`src/rtl/pipe_stage_reg.sv`:
```
// Pipeline stage register with valid/ready handshake, 2-entry skid buffer, flush and bubble ctrl.
// Optional stall-cycle perf counter enabled by defining PIPE_STAGE_PERF_EN.
module pipe_stage_reg #(
   parameter int unsigned          DATA_W      = 96,
   parameter int unsigned          CTRL_W      = 8,
   parameter logic [CTRL_W-1:0]    CTRL_BUBBLE = {CTRL_W{1'b0}},
   parameter int unsigned          CNT_W       = 16
) (
   input  logic              clk,
   input  logic              rst_n,
   input  logic              flush,
   input  logic              in_valid,
   output logic              in_ready,
   input  logic [DATA_W-1:0] in_data,
   input  logic [CTRL_W-1:0] in_ctrl,
   output logic              out_valid,
   input  logic              out_ready,
   output logic [DATA_W-1:0] out_data,
   output logic [CTRL_W-1:0] out_ctrl
`ifdef PIPE_STAGE_PERF_EN
   ,
   output logic [CNT_W-1:0]  perf_stall_cnt
`endif
);

   typedef enum logic [1:0] {
      ST_EMPTY = 2'd0,
      ST_BUSY  = 2'd1,
      ST_FULL  = 2'd2
   } state_t;

   state_t              state_r;
   logic                in_ready_r;
   logic                out_valid_r;
   logic [DATA_W-1:0]   main_data_r;
   logic [CTRL_W-1:0]   main_ctrl_r;
   logic [DATA_W-1:0]   skid_data_r;
   logic [CTRL_W-1:0]   skid_ctrl_r;
   logic                accept_s;
   logic                drain_s;

   assign accept_s  = in_valid & in_ready_r;
   assign drain_s   = out_valid_r & out_ready;

   assign in_ready  = in_ready_r;
   assign out_valid = out_valid_r;
   assign out_data  = main_data_r;
   assign out_ctrl  = main_ctrl_r;

   // Stage state machine: main register, skid register and registered handshake outputs.
   always_ff @(posedge clk or negedge rst_n) begin
      if (!rst_n) begin
         state_r     <= ST_EMPTY;
         in_ready_r  <= 1'b1;
         out_valid_r <= 1'b0;
         main_data_r <= {DATA_W{1'b0}};
         main_ctrl_r <= CTRL_BUBBLE;
         skid_data_r <= {DATA_W{1'b0}};
         skid_ctrl_r <= {CTRL_W{1'b0}};
      end else if (flush) begin
         state_r     <= ST_EMPTY;
         in_ready_r  <= 1'b1;
         out_valid_r <= 1'b0;
         main_ctrl_r <= CTRL_BUBBLE;
      end else begin
         case (state_r)
            ST_EMPTY: begin
               if (accept_s) begin
                  state_r     <= ST_BUSY;
                  out_valid_r <= 1'b1;
                  main_data_r <= in_data;
                  main_ctrl_r <= in_ctrl;
               end else begin
                  state_r     <= ST_EMPTY;
               end
            end
            ST_BUSY: begin
               if (accept_s && drain_s) begin
                  main_data_r <= in_data;
                  main_ctrl_r <= in_ctrl;
               end else if (drain_s) begin
                  state_r     <= ST_EMPTY;
                  out_valid_r <= 1'b0;
                  main_ctrl_r <= CTRL_BUBBLE;
               end else if (accept_s) begin
                  // Downstream stalled: park the new entry behind the one on display.
                  state_r     <= ST_FULL;
                  in_ready_r  <= 1'b0;
                  skid_data_r <= in_data;
                  skid_ctrl_r <= in_ctrl;
               end else begin
                  state_r     <= ST_BUSY;
               end
            end
            ST_FULL: begin
               if (drain_s) begin
                  state_r     <= ST_BUSY;
                  in_ready_r  <= 1'b1;
                  main_data_r <= skid_data_r;
                  main_ctrl_r <= skid_ctrl_r;
               end else begin
                  state_r     <= ST_FULL;
               end
            end
            default: begin
               state_r     <= ST_EMPTY;
               in_ready_r  <= 1'b1;
               out_valid_r <= 1'b0;
               main_ctrl_r <= CTRL_BUBBLE;
            end
         endcase
      end
   end

`ifdef PIPE_STAGE_PERF_EN
   logic [CNT_W-1:0] stall_cnt_r;

   assign perf_stall_cnt = stall_cnt_r;

   // Saturating count of cycles where a valid entry is held by downstream back-pressure.
   always_ff @(posedge clk or negedge rst_n) begin
      if (!rst_n) begin
         stall_cnt_r <= {CNT_W{1'b0}};
      end else if (out_valid_r && !out_ready && (stall_cnt_r != {CNT_W{1'b1}})) begin
         stall_cnt_r <= stall_cnt_r + {{(CNT_W-1){1'b0}}, 1'b1};
      end else begin
         stall_cnt_r <= stall_cnt_r;
      end
   end
`endif

endmodule

```
`config.mk`:
```
export PLATFORM = sky130hd
export DESIGN_NAME = pipe_stage_reg
export DESIGN_NICKNAME = d
export VERILOG_FILES = /design/src/rtl/pipe_stage_reg.sv
export SDC_FILE = /design/constraint.sdc
export NUM_CORES = 1
export LEC_CHECK = 0
export BUFFER_PORTS_ARGS = -buffer_cell sky130_fd_sc_hd__buf_4
export CORE_MARGIN = 10
export CORE_UTILIZATION = 40
export CTS_CLUSTER_SIZE = 16
export DETAILED_ROUTE_END_ITERATION = 16
export GPL_TIMING_DRIVEN = 0
export PLACE_DENSITY_LB_ADDON = 0.12
export SYNTH_ARGS = -nofsm -noshare
export SYNTH_HDL_FRONTEND = slang
export SYNTH_SLANG_ARGS = --single-unit
```
`constraint.sdc`:
```
create_clock -name clk -period 2.06 [get_ports clk]
set_input_delay 0.206 -clock clk [delete_from_list [all_inputs] [get_ports clk]]
set_output_delay 0.206 -clock clk [all_outputs]
set_load 0.05 [all_outputs]
```
==> metrics.cfg <==
[worst_setup_path]
critical_path_class=flip-flop to flip-flop
required_ns=2.45
start_kind=flip-flop
r2r-end=skid_data_r[82]$_DFFE_PN0P_
r2r_cells=7
r2r_slack_ns=0.04
r2r-start=in_ready$_DFFE_PN1P_
path_max_fanout=7
crit_arrival_ns=2.42
end_kind=flip-flop

[floorplanning]
io-pin-count=215
dieArea_sq_um=30100
core_sq_um=23300
fp.dieH_microns=174
num_rows=56
die_w_microns=174
initial_core_util=0.404

[routing]
drc_errors=0
first_pass_iters=4
dr_wl_met2_microns=12200
wl_met1_microns=10400
via_per_inst=4.83
routedWlPerCell_microns=19.0
first_iter_violations=188
vias=6238
routed_wl_microns=24500
highest_layer=met4
ant_nets=0
wl_met3_microns=1470

[pwr]
ir_drop_uv=949
p_leak_uw=0.00615
p_per_area_nw_per_um2=1430

[sta]
period_share=0.983
fin_crit_ns=2.02
relSlewSlack=0.466
holdWs_ns=0.0801
clock.fmax_mhz=494
fin_setup_tns_ns=0
rsz0062_at_grt=yes
skew_ns=0.0134
fin_ws_ns=0.0360
setup_viol=0
worstMarginPinSlew_ns=0.801
slew_viol_final=0
hold_violations=0

[clocking]
clk_pin_slew_ns=0.06
clock_latency_ns=0.51
cts_made_buffers=24
htreeDepth=1
clock_path_buffers=3
cts_sinks=212
cts_tree=built
clock-root-buffer=clkbuf_16

[place]
hpwlAfterDp_microns=16800
dpl_worst_slack_ns=-0.306
gp_congestion=0.797
placed_area_sq_um=11500
place.port_buffers=213

[global_route]
track_usage=0.156
grt.overflow.total=0
grt_pass1_wl_microns=38900
grt_pass1_vias=7081
grt_start_max_net_pins=117
antenna_found_initial=3

[worst_hold_path]
holdCritStartpoint=out_ready
hold_class=input port to flip-flop
min_to=out_valid$_DFFE_PN0P_
hold_depth=4

[synth]
netlist_top_cells_count=237 x mux2_2, 211 x dfrtp_1, 40 x mux2_4, 19 x mux2_1, 16 x a22o_1
yosysWarnings=0
synth_area_leaders=dfrtp_1 56%, mux2_2 28%, mux2_4 6.4%
synth.ff_latch_count=212
avgSynthCellArea_sq_um=15.9
synthDistinctLibCells=31
async_flop_share=1.00
synth_most_common_cell=mux2_2
synth_edf_count=0
syn_inst=595
synth.yosys.seq_area_share=0.562
synth_top_area_frac=0.559
synth_area_leader_cell=dfrtp_1
synth-main-ff-cell=dfrtp_1
syn-num-nets=704
syn_area_sq_um=9440

[final_layout]
fill_cells=1857
nets=1064
drive_above_1_share=0.602
syn_to_final_growth_pct=44.7
final_util=0.585
fin_area_sq_um=13700

[flow_run]
cap_viol_max_count=0

[status]
status=finished clean

## per-layer routing
layer	up-vias	global-route usage
li1	2879	-
met1	3158	0.191
met2	171	0.265
met3	30	0.0429
met4	0	0.0395
met5	-	0
## how the worst max path moves through the flow
stage	from	to	slack [ns]	cells past startpoint
6_report	in_ready$_DFFE_PN1P_	skid_data_r[82]$_DFFE_PN0P_	0.04	7
5_1_grt	in_ready$_DFFE_PN1P_	skid_data_r[76]$_DFFE_PN0P_	-0.02	7
4_1_cts	in_ready$_DFFE_PN1P_	skid_data_r[35]$_DFFE_PN0P_	-0.009	6
3_5_place_dp	in_ready$_DFFE_PN1P_	skid_data_r[64]$_DFFE_PN0P_	-0.31	6
3_3_place_gp	rst_n	skid_data_r[71]$_DFFE_PN0P_	-0.71	1
2_1_floorplan	out_valid$_DFFE_PN0P_	skid_data_r[66]$_DFFE_PN0P_	0.02	6
## where the power goes
part	internal, uW	total [uW]	switching [uW]
sequential	6090	7140	1040
combinational	3480	8320	4840
clock	2520	4140	1620
total	12100	19600	7500
## sequential cells by signal, indices dropped and copies added (netlist names)
name,flops
in_ready,1
state_r,2
skid_data_r,96
out_valid,1
skid_ctrl_r,8
out_data,96
out_ctrl,8
## cell usage in the layout, fill, tap and decap left out, types with 7 or more instances in the layout
cell,netlist,layout
buf_8,4,9
clkbuf_16,0,30
buf_4,7,225
mux2_4,40,40
dfrtp_1,211,211
dlygate4sd3_1,0,105
mux2_2,237,237
clkbuf_1,6,10
mux2_1,19,19
buf_6,6,12
a22o_1,16,16
a21oi_1,7,7
## critical path: stages (launching register included)
cell and delay (ns):
dfstp_4 0.66, nand2_4 0.06, or2_4 0.25, nor3_4 0.14, buf_6 0.15, buf_12 0.16, clkbuf_16 0.16, mux2_2 0.33
## metrics by stage
| step | instances | total power [uW] |
|---|---|---|
| floorplan | 595 | 12600 |
| global placement | 1127 | 15000 |
| detailed placement | 1128 | 15300 |
| CTS | 1279 | 19800 |
| global route | 1291 | 20600 |
| finish | 1292 | 19600 |
## layout make-up
cell class / count / area, sq um / share of cell area
Sequential cell: 212 / 5310 / 0.389
Multi-Input combinational cell: 345 / 3860 / 0.283
Timing Repair Buffer: 334 / 2900 / 0.212
Clock buffer: 39 / 728 / 0.0533
Buffer: 38 / 414 / 0.0303
Tap cell: 319 / 399 / 0.0292
Clock inverter: 2 / 38.8 / 0.00284
Antenna cell: 3 / 7.51 / 0.000550
## cells by family (layout without fill, tap and decap cells)
family,Yosys count,after routing,share of synthesized area
muxes,296,296,0.369
DFF,212,212,0.562
buffers and inverters,38,413,0.0293
AOI/OAI and AO/OA,32,32,0.0274
and+or+nand+nor,17,17,0.0119
other,0,3,0
## timing repair
| item | CTS | global route |
|---|---|---|
| setup buffers | 5 | 5 |
| resized for setup | 21 | 32 |
| pin swaps | 2 | 1 |
| gates cloned | 0 | 5 |
| hold endpoints to repair | 200 | 0 |
| hold buffers | 105 | 0 |
| endpoints found under the setup margin | 196 | 156 |
Power figures use the tool's default switching activity.
